<file path="config.mk">
export PLATFORM = sky130hd
export DESIGN_NAME = store_lane_writer_flat
export DESIGN_NICKNAME = d
export VERILOG_FILES = /design/src/rtl/store_lane_writer_pkg.sv /design/src/rtl/store_lane_writer_if.sv /design/src/rtl/store_fifo.sv /design/src/rtl/store_lane_writer.sv /design/src/flat_wrapper.sv
export SDC_FILE = /design/constraint.sdc
export NUM_CORES = 1
export LEC_CHECK = 0
export ABC_AREA = 1
export CAP_MARGIN = 20
export CORE_ASPECT_RATIO = 1.1
export CORE_MARGIN = 4
export CORE_UTILIZATION = 69
export CTS_CLUSTER_DIAMETER = 40
export CTS_CLUSTER_SIZE = 12
export DETAILED_ROUTE_END_ITERATION = 10
export DONT_BUFFER_PORTS = 1
export HOLD_SLACK_MARGIN = 0.15
export PLACE_DENSITY = 0.85
export RECOVER_POWER = 25
export SLEW_MARGIN = 10
export SYNTH_ARGS = -nofsm -noshare
export SYNTH_HDL_FRONTEND = slang
export SYNTH_SLANG_ARGS = --single-unit
</file>
<file path="constraint.sdc">
create_clock -name clk -period 7.5 [get_ports clk]
set_input_delay 0.75 -clock clk [delete_from_list [all_inputs] [get_ports clk]]
set_output_delay 0.75 -clock clk [all_outputs]
set_load 0.02 [all_outputs]
</file>
<file path="src/rtl/store_lane_writer_pkg.sv">
// Shared store-size encodings and lane helpers for the store and load paths.
// Funct codes match the MEM-stage store opcodes.
package store_lane_writer_pkg;

   localparam logic [2:0] FNC_SB = 3'b000;
   localparam logic [2:0] FNC_SH = 3'b001;
   localparam logic [2:0] FNC_SW = 3'b010;

   typedef enum logic [1:0] {
      STORE_SIZE_B = 2'd0,
      STORE_SIZE_H = 2'd1,
      STORE_SIZE_W = 2'd2
   } store_size_e;

   function automatic logic is_legal(input logic [2:0] f);
      return (f == FNC_SB) || (f == FNC_SH) || (f == FNC_SW);
   endfunction

   function automatic store_size_e size_of(input logic [2:0] f);
      store_size_e s;
      unique case (1'b1)
         (f == FNC_SB): s = STORE_SIZE_B;
         (f == FNC_SH): s = STORE_SIZE_H;
         default:       s = STORE_SIZE_W;
      endcase
      return s;
   endfunction

   // 8-bit mask spans two words; the upper nibble is the second beat.
   function automatic logic [7:0] lane_mask(input store_size_e s,
                                            input logic [1:0] o);
      logic [7:0] b;
      case (s)
         STORE_SIZE_B: b = 8'h01;
         STORE_SIZE_H: b = 8'h03;
         default:      b = 8'h0f;
      endcase
      return b << o;
   endfunction

   function automatic logic [63:0] lane_data(input store_size_e s,
                                             input logic [1:0] o,
                                             input logic [31:0] d);
      logic [63:0] z;
      case (s)
         STORE_SIZE_B: z = {56'd0, d[7:0]};
         STORE_SIZE_H: z = {48'd0, d[15:0]};
         default:      z = {32'd0, d};
      endcase
      return z << {o, 3'b000};
   endfunction

endpackage

</file>
<file path="src/rtl/store_lane_writer_if.sv">
// Store request and memory write-port bundle for the store lane writer.
// slave is the writer's view, master the surrounding pipeline/memory.
interface store_lane_writer_if #(
   parameter int ADDR_W = 32
);
   logic              st_valid;
   logic              st_ready;
   logic [2:0]        st_funct;
   logic [ADDR_W-1:0] st_addr;
   logic [31:0]       st_data;
   logic              mem_valid;
   logic              mem_ready;
   logic [ADDR_W-1:0] mem_addr;
   logic [31:0]       mem_wdata;
   logic [3:0]        mem_wmask;

   modport master (
      output st_valid, st_funct, st_addr, st_data, mem_ready,
      input  st_ready, mem_valid, mem_addr, mem_wdata, mem_wmask
   );

   modport slave (
      input  st_valid, st_funct, st_addr, st_data, mem_ready,
      output st_ready, mem_valid, mem_addr, mem_wdata, mem_wmask
   );
endinterface

</file>
<file path="src/rtl/store_fifo.sv">
// Count-based store buffer; exposes head and the entry behind it so the
// writer can issue back-to-back beats.
module store_fifo #(
   parameter int DEPTH = 4,
   parameter int W     = 67
) (
   input  logic                   clk,
   input  logic                   rst_n,
   input  logic                   push,
   input  logic [W-1:0]           din,
   input  logic                   pop,
   output logic [W-1:0]           head,
   output logic [W-1:0]           nxt,
   output logic [$clog2(DEPTH):0] count,
   output logic                   full,
   output logic                   empty
);
   localparam int AW = $clog2(DEPTH);
   localparam int CW = AW + 1;

   logic [W-1:0]  mem [DEPTH];
   logic [AW-1:0] wp;
   logic [AW-1:0] rp;

   always_ff @(posedge clk) begin
      if (push) mem[wp] <= din;
   end

   always_ff @(posedge clk or negedge rst_n) begin
      if (!rst_n) begin
         wp    <= '0;
         rp    <= '0;
         count <= '0;
      end else begin
         if (push) wp <= wp + AW'(1);
         if (pop)  rp <= rp + AW'(1);
         count <= count + CW'(push) - CW'(pop);
      end
   end

   assign head  = mem[rp];
   assign nxt   = mem[rp + AW'(1)];
   assign full  = (count == CW'(DEPTH));
   assign empty = (count == '0);

endmodule

</file>
<file path="src/rtl/store_lane_writer.sv">
// Buffers MEM-stage stores and emits aligned 32-bit masked write beats,
// splitting word-crossing stores into two beats.
module store_lane_writer
   import store_lane_writer_pkg::*;
#(
   parameter int DEPTH  = 4,
   parameter int ADDR_W = 32
) (
   input  logic                   clk,
   input  logic                   rst_n,
   store_lane_writer_if.slave     bus,
   output logic                   empty,
   output logic                   err_illegal
);
   localparam int W  = ADDR_W + 35;
   localparam int CW = $clog2(DEPTH) + 1;

   localparam logic [1:0] IDLE  = 2'd0;
   localparam logic [1:0] BEAT0 = 2'd1;
   localparam logic [1:0] BEAT1 = 2'd2;

   logic [1:0]        state, state_d;
   logic [W-1:0]      head, nxt, ent;
   logic [CW-1:0]     count;
   logic              full, f_empty, push, pop, fin;
   logic              split_q, split_d;
   logic [2:0]        e_fn;
   logic [ADDR_W-1:0] e_addr, e_base;
   logic [31:0]       e_data;
   logic [7:0]        e_m8;
   logic [63:0]       e_d64;
   logic [ADDR_W-1:0] addr_q, addr_d;
   logic [31:0]       wdata_q, wdata_d;
   logic [3:0]        mask_q, mask_d;

   assign bus.st_ready = !full;
   assign push = bus.st_valid && !full && is_legal(bus.st_funct);

   // fin: the head's last beat is taken this cycle
   assign fin = bus.mem_ready &&
                ((state == BEAT1) || (state == BEAT0 && !split_q));
   assign pop = fin;
   assign ent = fin ? nxt : head;

   assign {e_fn, e_addr, e_data} = ent;
   assign e_base = {e_addr[ADDR_W-1:2], 2'b00};
   assign e_m8   = lane_mask(size_of(e_fn), e_addr[1:0]);
   assign e_d64  = lane_data(size_of(e_fn), e_addr[1:0], e_data);

   store_fifo #(
      .DEPTH(DEPTH),
      .W    (W)
   ) u_fifo (
      .clk  (clk),
      .rst_n(rst_n),
      .push (push),
      .din  ({bus.st_funct, bus.st_addr, bus.st_data}),
      .pop  (pop),
      .head (head),
      .nxt  (nxt),
      .count(count),
      .full (full),
      .empty(f_empty)
   );

   always_comb begin
      state_d = state;
      addr_d  = addr_q;
      wdata_d = wdata_q;
      mask_d  = mask_q;
      split_d = split_q;
      unique case (1'b1)
         (state == IDLE && !f_empty),
         (fin && count > CW'(1)): begin
            state_d = BEAT0;
            addr_d  = e_base;
            wdata_d = e_d64[31:0];
            mask_d  = e_m8[3:0];
            split_d = |e_m8[7:4];
         end
         (fin && count <= CW'(1)): begin
            state_d = IDLE;
         end
         (state == BEAT0 && bus.mem_ready && split_q): begin
            state_d = BEAT1;
            addr_d  = e_base + ADDR_W'(4);
            wdata_d = e_d64[63:32];
            mask_d  = e_m8[7:4];
            split_d = 1'b0;
         end
         default: ;
      endcase
   end

   always_ff @(posedge clk or negedge rst_n) begin
      if (!rst_n) begin
         state       <= IDLE;
         addr_q      <= '0;
         wdata_q     <= '0;
         mask_q      <= '0;
         split_q     <= 1'b0;
         err_illegal <= 1'b0;
      end else begin
         state       <= state_d;
         addr_q      <= addr_d;
         wdata_q     <= wdata_d;
         mask_q      <= mask_d;
         split_q     <= split_d;
         err_illegal <= bus.st_valid && !full &&
                        !is_legal(bus.st_funct);
      end
   end

   assign bus.mem_valid = (state != IDLE);
   assign bus.mem_addr  = addr_q;
   assign bus.mem_wdata = wdata_q;
   assign bus.mem_wmask = mask_q;
   assign empty = f_empty && (state == IDLE);

endmodule

</file>
<file path="src/flat_wrapper.sv">
// flat-port wrapper written by rule: the top's interface ports become plain ports
module store_lane_writer_flat import store_lane_writer_pkg::*;
#(
   parameter int DEPTH  = 4,
   parameter int ADDR_W = 32
)
  (clk, rst_n, empty, err_illegal, bus_st_valid, bus_st_funct, bus_st_addr, bus_st_data, bus_mem_ready, bus_st_ready, bus_mem_valid, bus_mem_addr, bus_mem_wdata, bus_mem_wmask);
  store_lane_writer_if #(.ADDR_W(ADDR_W)) bus_i ();
  input  logic clk;
  input  logic rst_n;
  output logic empty;
  output logic err_illegal;
  input wire logic [$bits(bus_i.st_valid)-1:0] bus_st_valid;
  input wire logic [$bits(bus_i.st_funct)-1:0] bus_st_funct;
  input wire logic [$bits(bus_i.st_addr)-1:0] bus_st_addr;
  input wire logic [$bits(bus_i.st_data)-1:0] bus_st_data;
  input wire logic [$bits(bus_i.mem_ready)-1:0] bus_mem_ready;
  output wire logic [$bits(bus_i.st_ready)-1:0] bus_st_ready;
  output wire logic [$bits(bus_i.mem_valid)-1:0] bus_mem_valid;
  output wire logic [$bits(bus_i.mem_addr)-1:0] bus_mem_addr;
  output wire logic [$bits(bus_i.mem_wdata)-1:0] bus_mem_wdata;
  output wire logic [$bits(bus_i.mem_wmask)-1:0] bus_mem_wmask;
  assign bus_i.st_valid = bus_st_valid;
  assign bus_i.st_funct = bus_st_funct;
  assign bus_i.st_addr = bus_st_addr;
  assign bus_i.st_data = bus_st_data;
  assign bus_i.mem_ready = bus_mem_ready;
  assign bus_st_ready = bus_i.st_ready;
  assign bus_mem_valid = bus_i.mem_valid;
  assign bus_mem_addr = bus_i.mem_addr;
  assign bus_mem_wdata = bus_i.mem_wdata;
  assign bus_mem_wmask = bus_i.mem_wmask;
  store_lane_writer #(.DEPTH(DEPTH), .ADDR_W(ADDR_W)) u_core (.clk(clk), .rst_n(rst_n), .bus(bus_i), .empty(empty), .err_illegal(err_illegal));
endmodule
</file>
**Word-level counts from Yosys, hierarchy flattened**

Memories as Yosys holds them, arrays and structs flattened.
Index checks and enable logic that the tools add are counted.

- Register bits: 79
- Memories kept: 1
- Logic and storage cells: 65
- Input port bits: 71
- Bits in writable memories: 268

Memory list:

| name | depth | bits a word | read ports | clocked after memory_dff | wr ports | line | source |
|---|---|---|---|---|---|---|---|
| u_core.u_fifo.mem | 4 | 67 | 2 | 0 | 1 | store_fifo.sv:21 | `logic [W-1:0] mem [DEPTH];` |

- Equality and inequality tests: 7
- Reduce and logical (&&, ||, !) cells: 28
- Multiplexer cells: 11
- Magnitude comparators: 2
- Shift operators: 2
- $add $sub $neg: 5

Operators with widths:

| cell | count |
|---|---|
| 32-bit case mux with 2 select lines | 3 |
| 67-bit 2-to-1 mux | 1 |
| 32-bit by 5-bit left shift with 64-bit output | 1 |
| 32-bit by 3-bit adder with 32-bit output (second input constant) | 1 |
| 4-bit case mux with 2 select lines | 2 |
| 1-bit logical AND | 11 |
| 3-bit logical NOT | 3 |
| 4-bit by 2-bit left shift with 8-bit output | 1 |
| 3-bit by 1-bit == test with 1-bit output (second input constant) | 2 |
| 2-bit case mux with 3 select lines | 1 |
| 2-bit by 1-bit adder with 2-bit output (second input constant) | 2 |
| 2-bit by 1-bit == test with 1-bit output (second input constant) | 2 |
| 1-bit logical NOT | 4 |
| 2-bit logical NOT | 2 |
| 2-bit case mux with 2 select lines | 1 |
| 2-bit nonzero test | 2 |
| 4-bit OR reduction | 1 |
| 3-bit by 1-bit adder with 3-bit output | 1 |
| 3-bit by 2-bit == test with 1-bit output (second input constant) | 1 |
| 3-bit == test (second input constant) | 1 |
| 3-bit by 1-bit > comparator with 1-bit output (second input constant) | 1 |
| 3-bit by 1-bit less-or-equal comparator with 1-bit output (second input constant) | 1 |
| 1-bit logical OR | 3 |
| 3-bit nonzero test | 1 |
| other kinds (5) | 6 |

**Depth between registers and ports, before layout**

Gate-level depths: netlist of the first run.

- Depth in word-level cells: 12
- Depth in mapped cells: 22
- Gate-level depth less buffers: 18

**By module**

Synthesis of the first run repeated with hierarchy kept, for this count alone.

- Cells, all modules: 2673
- Area total of the unflattened synthesis: 19842.8 um2

By module, submodules not included:

| module | area each (um2) | seq. area each (um2) | times used | cells an instance |
|---|---|---|---|---|
| store_fifo | 14142.3 | 8222.9 | 1 | 1746 |
| store_lane_writer | 5700.5 | 1751.7 | 1 | 927 |

**Worst setup path after synthesis of the first run**

OpenSTA, ideal clock, no wires.

- Path type: input to register
- From: input port bus_st_funct[0]
- To: memory u_core.u_fifo.mem[0][0], enable pin
- Buffers on the path: 0
- Arrival time: 4.002 ns
- Stages: 3
- Setup slack: 3.005 ns
- Data required time: 7.007 ns
- Path through: a21oi_1 > nand3_1 > nor2_1

- Word-level cells in the longest chain between the ends: 6
- Elaborated cells between the ends (all ways): 8
- Those cells by class: 2 x eq/ne; 2 x mux; 4 x reduce/logical

RTL lines:

| element | line | source |
|---|---|---|
| start, declared | flat_wrapper.sv:14 | `input wire logic [$bits(bus_i.st_funct)-1:0] bus_st_funct;` |
| 3-bit by 1-bit == test with 1-bit output / 3-bit logical NOT (equally long branches) | store_lane_writer_pkg.sv:16 | `return (f == FNC_SB) \|\| (f == FNC_SH) \|\| (f == FNC_SW);` |
| 1-bit logical OR | store_lane_writer_pkg.sv:16 |  |
| 1-bit logical OR * | store_lane_writer_pkg.sv:16 |  |
| 1-bit logical AND * | store_lane_writer.sv:37 | `assign push = bus.st_valid && !full && is_legal(bus.st_funct);` |
| 1-bit 2-to-1 mux * | store_fifo.sv:26 | `if (push) mem[wp] <= din;` |
| 1-bit 2-to-1 mux (not written as such) * | store_fifo.sv:26 |  |
| end, declared | store_fifo.sv:21 |  |

Mark *: on every way between the ends. The rest lies on a longest branch, timed or not.

**Worst setup path in the final report of the first run**

- From: register u_core.u_fifo.rp[0]
- To: register u_core.wdata_q[23], in the netlist u_core.bus.mem_wdata[23]

- Word-level cells in the longest chain between the ends: 9
- Elaborated cells between the ends (all ways): 11
- Those cells by class: 1 x add/sub; 2 x eq/ne; 1 x shift; 4 x mux; 2 x reduce/logical; 1 x memory

RTL lines:

| element | line | source |
|---|---|---|
| start, declared | store_fifo.sv:23 | `logic [AW-1:0] rp;` |
| start signal, assigned | store_fifo.sv:36 | `if (pop) rp <= rp + AW'(1);` |
| 2-bit by 1-bit adder with 2-bit output | store_fifo.sv:42 | `assign nxt = mem[rp + AW'(1)];` |
| memory 4 x 67 bit * | - |  |
| 67-bit 2-to-1 mux * | store_lane_writer.sv:43 | `assign ent = fin ? nxt : head;` |
| 3-bit by 1-bit == test with 1-bit output / 3-bit logical NOT (equally long branches) | store_lane_writer_pkg.sv:23, store_lane_writer_pkg.sv:22 |  |
| 2-bit case mux with 2 select lines | store_lane_writer_pkg.sv:21 | `unique case (1'b1)` |
| 2-bit by 1-bit == test with 1-bit output / 2-bit logical NOT (equally long branches) | store_lane_writer_pkg.sv:45 | `case (s)` |
| 32-bit case mux with 2 select lines | store_lane_writer_pkg.sv:45 |  |
| 32-bit by 5-bit left shift with 64-bit output * | store_lane_writer_pkg.sv:50 | `return z << {o, 3'b000};` |
| 32-bit case mux with 2 select lines * | store_lane_writer.sv:72 | `unique case (1'b1)` |
| end signal, assigned | store_lane_writer.sv:106 | `wdata_q <= wdata_d;` |
| end, declared | store_lane_writer.sv:33 | `logic [31:0] wdata_q, wdata_d;` |

Marked as above.
A chain may end at the register's enable or synchronous reset.

==> results.txt, run 1 <==
The proportion of register bits with asynchronous set or reset after synthesis was 0.223. Path type of the worst min-delay path: input port to register. Final critical path time including I/O delays and setup: 4.22 ns. VDD sags by at most 0.278 mV. The total overflow left after global routing is 0. The height of the die is 176 um. The number of enable flip-flop cells after synthesis came out at 268.

The tree is rooted in a sky130_fd_sc_hd__clkbuf_16. Setup repair after global routing left no endpoint under its margin. The first detailed-routing pass took 6 iterations.

At the worst endpoint, the required time is 7.97 ns. After legalization and detailed placement, the total HPWL measured 29.6 mm. The die covers 0.0284 sq mm. The run gives 0.700 as the effective utilization at floorplan. The power density over the cells was 491 mW/mm^2; the largest driver fanout on the critical path was 65. The initial detailed-routing violation count came out at 2,174.

The top cell family by delay on the critical path is simple AND/OR/NAND/NOR gates. The depth of the CTS H-tree was 2. For the worst relative slew slack, the log shows 0.275. Fraction of synthesized cell area taken by the top area cell type: 0.453.

In the synthesized netlist, the cells that appear most often are sky130_fd_sc_hd__nand2_1 (624), sky130_fd_sc_hd__edfxtp_1 (268), sky130_fd_sc_hd__nand3_1 (194), sky130_fd_sc_hd__inv_1 (160), sky130_fd_sc_hd__nor2_1 (146). The floorplan has 61 rows. The run gives 14,661 as the via count of the routed design. STA classifies the critical path startpoint as a register. The final antenna diode count came out at 0. The global-route usage over all layers is 0.331. At the pin with the least slew margin, the transition time is 1.09 ns.

The logs give 0.0253 sq mm for the placeable core region and 0.753 for the share of the core filled with cells in the final layout. The critical path is of the register to register type. In this run the horizontal extent of the chip is 161 um.

For the critical path data arrival time, the log shows 4.69 ns. For this run, design rule violations remaining after detail routing come to 0. Ratio of routed vias to standard cells: 6.28. Among all flip-flop cells after synthesis, the most frequent one is sky130_fd_sc_hd__edfxtp_1. The mean instance size in the synthesized netlist came out at 8.84 sq um. The max-slew violation count is 0, and the number of buffers between clock root and the deepest sink is 3. For the number of clock sinks seen by CTS, the log shows 345.

In this run the tool buffered the top-level ports with 0 buffer cells. The cell taking the most area after synthesis was sky130_fd_sc_hd__edfxtp_1. The number of buffers created by CTS was 40.

TritonCTS built the clock tree. Traced cell by cell, the critical path runs through inv_4 -> nand2_2 -> buf_4 -> o21ai_0 -> o21ai_1 -> o21ai_4 -> nor2_1 -> inv_1 -> a21oi_1 -> nor2_1 -> nor2_1. The layout overhead on the synthesized area is 7.49%. For the mapped cell area, the log shows 0.0177 sq mm. The run finished with clean final reports.

Yosys instantiated no cell more often than sky130_fd_sc_hd__nand2_1. The number of max-capacitance violations reported is 0, and the number of failing setup endpoints in the final timing report is 0. The insertion delay of the later-clocked pin in the worst-skew pair is 0.54 ns, and the worst stage delay on the critical path is 0.74 ns. Post-CTS repair changed the size of 0 cells.

The fmax is 237 MHz, and the setup total negative slack is 0 ns. For the count of nets left with antenna violations after detail routing, the log shows 0. For this run, the post-layout net count is 2,040.

The synthesized instance count is 2,008. Via count of the first global-routing pass: 13,662. Yosys mapped the design onto 55 distinct sky130hd cell types. The part of the cycle the worst path needs was 0.563; the global-route wire length before repair was 74.5 mm. The total setup buffers inserted after CTS came out at 0.

The tools report the element type at the critical path end as a register. After detailed routing, the average wire length per cell comes to 20.4 um. Wires add up to 47.5 mm. For the global placement routability congestion, the log shows 0.908. The master of the slowest instance on the critical path was sky130_fd_sc_hd__dfrtp_4. The fraction of final layout cells with drive strength greater than 1 is 0.0694. The number of antenna violations at the first check in global routing is 0, and the clock-pin slew on the worst setup and hold paths is 0.06 ns.

Entering global routing, the biggest net connects 81 pins. After synthesis, the cell types taking the most area are sky130_fd_sc_hd__edfxtp_1 (45%), sky130_fd_sc_hd__nand2_1 (13%), sky130_fd_sc_hd__dfrtp_1 (11%). The number of buffers and inverters on the critical path is 3.

Summed over all cells, the static leakage comes to 7.86 nW. For the post-route clock skew, the log shows 0.0170 ns. The count of final hold-check violations came out at 0. Pin placement for this block handled 143 I/O pins. Cell with the most instances on the worst path: sky130_fd_sc_hd__nor2_1. The Yosys warning count is 0.

The part of the Yosys area used for sequential elements came out at 0.562. The flip-flop and latch count after synthesis is 345.
-- report_power, final --
| part | switching, mW | leakage, nW | internal [mW] |
|---|---|---|---|
| clock | 0.766 | 0.616 | 1.12 |
| combinational | 3.32 | 3.89 | 1.26 |
| sequential | 0.467 | 3.35 | 2.43 |
-- stage by stage --
stage	power, mW	hold WS (ns)	worst slack, ns	instance area [sq um]	cells
2_1_floorplan	6.22	0.454	3.01	17800	2009
3_3_place_gp	7.22	0.456	3.61	17800	2261
3_5_place_dp	7.32	0.456	3.47	17800	2261
4_1_cts	9.25	0.290	3.43	19100	2334
5_1_grt	9.95	0.285	3.06	19100	2334
6_report	9.37	0.299	3.28	19100	2334
-- sequential cells by signal, indices dropped and copies added (netlist names) --
| register | count |
|---|---|
| u_core.u_fifo.rp | 2 |
| u_core.state | 2 |
| u_core.split_q | 1 |
| u_core.bus.mem_wdata | 32 |
| u_core.bus.mem_wmask | 4 |
| u_core.u_fifo.wp | 2 |
| u_core.bus.mem_addr | 30 |
| u_core.u_fifo.count | 3 |
| u_core.u_fifo.mem | 268 |
| u_core.err_illegal | 1 |
-- final cells by class --
type,instances,area [sq um]
Inverter,174,658
Multi-Input combinational cell,1377,6550
Fill cell,1754,6260
Clock buffer,53,1070
Tap cell,346,433
Sequential cell,345,9980
Clock inverter,18,210
Timing Repair Buffer,21,180
-- layout by cell type, fill, tap and decap left out, drive strengths merged, types with 11 or more instances in the layout --
cell type / Yosys / layout
a21oi: 51 / 51
buf: 83 / 20
a22oi: 11 / 11
dfrtp: 77 / 77
clkinv: 2 / 12
nor2: 159 / 159
o22ai: 81 / 81
inv: 172 / 175
edfxtp: 268 / 268
nand3: 197 / 197
o21ai: 121 / 121
clkbuf: 30 / 53
nand2: 639 / 639
-- repair_timing --
action,in CTS,in global routing
setup endpoints to repair,0,0
hold endpoints to repair,77,0
hold buffers,2,0
-- kinds of logic after synthesis --
logic type | synth area share
AND/OR/NAND/NOR | 0.243
flip-flops | 0.562
AO/OA/AOI/OAI | 0.110
buffers and inverters | 0.0714
XOR/XNOR | 0.00543
adder cells (fa/ha/maj) | 0.00747
other | 0.000211
multiplexers | 0.000564
-- metal layers --
layer	track usage	wire length [um]	vias to the layer above
li1	-	-	6706
met4	0.105	1270	0
met3	0.0806	6210	126
met5	0	0	-
met2	0.507	21600	969
met1	0.476	18400	6860
-- path summary, 6_finish.rpt --
kind,from,to,slack [ns],cells after the start
max in group asynchronous,rst_n,u_core.bus.mem_addr[31]$_DFFE_PN0P_,6.36,2
worst max-delay path,u_core.u_fifo.rp[0]$_DFFE_PN0N_,u_core.bus.mem_wdata[23]$_DFFE_PN0P_,3.28,11
worst max register to register,u_core.u_fifo.rp[0]$_DFFE_PN0N_,u_core.bus.mem_wdata[23]$_DFFE_PN0P_,3.28,11
min in group asynchronous,rst_n,u_core.u_fifo.rp[0]$_DFFE_PN0N_,0.79,2
worst min register to register,u_core.u_fifo.count[0]$_DFF_PN0_,u_core.u_fifo.count[0]$_DFF_PN0_,0.55,1
worst min-delay path,bus_st_data[4],u_core.u_fifo.mem[3][4]$_DFFE_PP_,0.30,0
Note: power is estimated with default switching activity, not from simulation.
==> inputs of run 2 (changes only) <==
Settings changed: CORE_UTILIZATION 69 to 64, PLACE_DENSITY 0.85 to 0.8.
Clock period 7.5 ns to 4.25 ns, I/O delays scaled along.
==> run 2 against run 1 <==
  * Die area increased by 7.4%
  * Non-clock buffer count increased by 82
  * Via count increased by 1.0%
  * First-iteration DRC count decreased by 14%
  * Clock power increased by 71%
  * Clock skew increased by 0.0025 ns
  * Highest routed layer is now met5
  * Maximum frequency increased by 23%
  * Count of clock-buffer cells in the layout decreased by 3
  * Final area increased by 4.3%
  * Cell count increased by 3.9%
==> results.txt, run 2 (synthesis results as in run 1) <==
Routability-driven placement finished with a final weighted congestion of 0.945. The clock passes through at most 3 buffers. Data on the critical path is required at its endpoint by 4.71 ns.

Dividing total power by cell area gives a power density of 836 mW/mm^2. The tool flagged a number of max-cap violations equal to 0. The final routed DRC violation total was 0; the switching portion of total power was 0.482.

The signal on the critical path passes through inv_4 -> nand2_2 -> nand2_1 -> buf_4 -> o221ai_1 -> o21ai_4 -> buf_4 -> inv_2 -> nor2_2 -> nand3_1 -> nand3_1 -> nor2_1 -> nor2_1. The endpoint of the worst hold-timing path is u_core.err_illegal$_DFF_PN0_. The master of the slowest instance on the critical path was sky130_fd_sc_hd__dfrtp_4.

For the global-route usage over all layers, the log shows 0.313. The logs give 2 for the depth of the CTS H-tree and 292 MHz for the fmax. The die outline width is 167 um, and the largest driver fanout on the critical path is 36. Cell depth of the worst flop-to-flop path: 13. The number of flip-flops under the largest register name was 268; the worst setup slack before clock tree synthesis was 0.931 ns. The tools report the total of cells resized after clock tree synthesis as 0.

Via count of the first global-routing pass: 14,164. The transition at the pin with the smallest max-transition slack was 0.902 ns. The routed design could run at a clock period as short as 3.42 ns.

The I/O pin total was 143; the count of final hold-check violations was 0. The largest single stage delay on the critical path is 0.64 ns. For the leakage power total, the log shows 8.20 nW.

Setup repair after global routing left no endpoint under its margin. The region available for standard cell placement spans 0.0271 sq mm. The top cell types in the final layout, fill and taps aside, are sky130_fd_sc_hd__nand2_1 (624), sky130_fd_sc_hd__edfxtp_1 (268), sky130_fd_sc_hd__nand3_1 (194), sky130_fd_sc_hd__inv_1 (159), sky130_fd_sc_hd__nor2_1 (141). The tools report the fill cell total of the finished layout as 1,892. The worst register-to-register path begins at u_core.u_fifo.rp[0]$_DFFE_PN0N_. TritonCTS built the clock tree.

The run gives 0.53 ns as the insertion delay of the later-clocked pin in the worst-skew pair. The number of buffers added to fix hold violations after cts came out at 70. The run finished with clean final reports. The count of buffers added on input and output ports is 0. For the total setup buffers inserted after CTS, the log shows 0.

The run gives 0.826 ns as the setup slack of the critical path after layout. For the combinational share of power, the log shows 0.501. In this run the remaining antenna-violating nets after routing total 0. Entering global routing, the biggest net connects 104 pins.

The clock share of power is 0.193, and the number of non-filler instances in the completed layout is 2,425. The worst register-to-register path has a setup slack of 0.83 ns. Internal power comes to 8.62 mW. The type of the worst setup path was register to register. The ratio of routed vias to standard cells was 6.11. The run gives 0.535 mV as the worst voltage drop across the vdd grid. The layout overhead on the synthesized area was 12.2%.

The height of the die was 183 um; the global-route wire length before repair was 76.2 mm. The max-slew violation count is 0, and the number of placed instances, taps included is 2,286. Top cell family by delay on the critical path: simple AND/OR/NAND/NOR gates. After the first detailed-routing iteration, the DRC count stood at 1,879. The total congestion overflow after global routing is 0, and the cell depth of the worst hold path is 2. The number of rows created at floorplan was 63; the net total in the final layout was 2,121. The HPWL after detailed placement is 30.8 mm. Summed over all layers, the routed wires come to 48.6 mm. For the total die area, the log shows 0.0305 sq mm. The run gives 0.305 as the share of total power in sequential cells. The number of antenna violations at the first check in global routing was 3. Data on the critical path arrives at its endpoint at 3.88 ns. The worst relative slew slack was 0.399; the via count of the routed design was 14,813. The length of the first detailed-routing pass in iterations was 6. On the final layout, the worst clock skew is 0.0196 ns. The startpoint identified for the worst hold timing path is bus_st_funct[1]. Leaving out fill and tap cells, the most frequent cell in the layout is sky130_fd_sc_hd__nand2_1. The effective utilization at floorplan came out at 0.654. The worst hold path belongs to the class input port to register. Setup violations remaining at the end of the flow were counted as 0.

Part of the cycle the worst path needs: 0.806. The clock drives 345 sinks. The setup total negative slack was 0 ns.

After clock tree synthesis, the clock-pin slew on the worst setup and hold paths is 0.06 ns. u_core.u_fifo.mem holds more flip-flops than any other register. The library cell used as clock root buffer was sky130_fd_sc_hd__clkbuf_16. The element type at the critical path end was a register. The count of buffer and inverter cells on the critical path works out to 4.

The average routed wire per standard cell was 20.0 um. In this run the critical register-to-register path is captured at u_core.bus.mem_wdata[22]$_DFFE_PN0P_. STA classifies the critical path startpoint as a register. The fraction of final layout cells with drive strength greater than 1 came out at 0.0736.

Counting the buffers created by CTS gives 39. For this design the total switching power over the nets is 8.02 mW.
-- run 2: cell types whose count changed in the layout (fill, tap and decap cells not counted), moves of 2 or more --
cell | previous run | this run
sky130_fd_sc_hd__clkinvlp_4 | 2 | 4
sky130_fd_sc_hd__clkinv_4 | 2 | 0
sky130_fd_sc_hd__dlygate4sd3_1 | 1 | 69
sky130_fd_sc_hd__clkbuf_1 | 11 | 8
sky130_fd_sc_hd__clkinv_1 | 7 | 5
sky130_fd_sc_hd__buf_12 | 0 | 6
sky130_fd_sc_hd__diode_2 | 0 | 3
sky130_fd_sc_hd__buf_4 | 19 | 27
-- run 2: worst register-to-register path: cells and delay by family (launching register included) --
kind | cells | cell delay [ns]
AO/OA/AOI/OAI | 2 | 0.44
AND/OR/NAND/NOR | 7 | 1.21
buffers and inverters | 4 | 1.06
flip-flops | 1 | 0.64
-- run 2: final cells by class --
type                    instances  area (sq um)  share of cell area
flip-flops and latches        345          9980               0.501
multi-input cells            1377          6550               0.329
clock buffers                  50          1050              0.0526
repair buffers                103          1040              0.0523
inverters                     174           658              0.0331
well taps                     357           447              0.0224
clock inverters                16           178             0.00893
diodes                          3          7.51            0.000377
-- run 2: worst max path at each step --
stage,start,to,depth (start not counted)
after detailed placement,u_core.u_fifo.rp[0]$_DFFE_PN0N_,u_core.bus.mem_wdata[22]$_DFFE_PN0P_,13
after floorplan,u_core.u_fifo.count[1]$_DFF_PN0_,u_core.u_fifo.mem[0][0]$_DFFE_PP_,4
final,u_core.u_fifo.rp[0]$_DFFE_PN0N_,u_core.bus.mem_wdata[22]$_DFFE_PN0P_,13
after global placement,u_core.u_fifo.rp[0]$_DFFE_PN0N_,u_core.bus.mem_wdata[0]$_DFFE_PN0P_,10
after global routing,u_core.u_fifo.rp[0]$_DFFE_PN0N_,u_core.bus.mem_wdata[0]$_DFFE_PN0P_,10
after CTS,u_core.u_fifo.rp[0]$_DFFE_PN0N_,u_core.bus.mem_wdata[19]$_DFFE_PN0P_,13
-- run 2: power groups by stage --
stage / sequential, mW / combinational, mW / clock (mW)
after global placement: 5.12 / 7.84 / 0
after CTS: 5.09 / 8.14 / 3.24
after global routing: 5.15 / 9.21 / 3.40
after floorplan: 4.98 / 6.00 / 0
after detailed placement: 5.15 / 7.99 / 0
final: 5.08 / 8.34 / 3.22
-- run 2: metal layers --
metal	global-route usage	up-vias	share of wire
met1	0.417	6904	0.38
met5	0.0177	-	0.0015
met2	0.505	922	0.47
met3	0.0899	112	0.12
li1	-	6873	-
met4	0.0933	2	0.023
-- run 2: per-stage QoR --
step / util / hold WS, ns / cell area (sq um) / power (mW)
6_report: 0.734 / 0.213 / 19900 / 16.6
3_5_place_dp: 0.662 / 0.132 / 18000 / 13.1
4_1_cts: 0.734 / 0.193 / 19900 / 16.5
3_3_place_gp: 0.662 / 0.132 / 18000 / 13.0
5_1_grt: 0.734 / 0.211 / 19900 / 17.8
2_1_floorplan: - / 0.129 / 17800 / 11.0
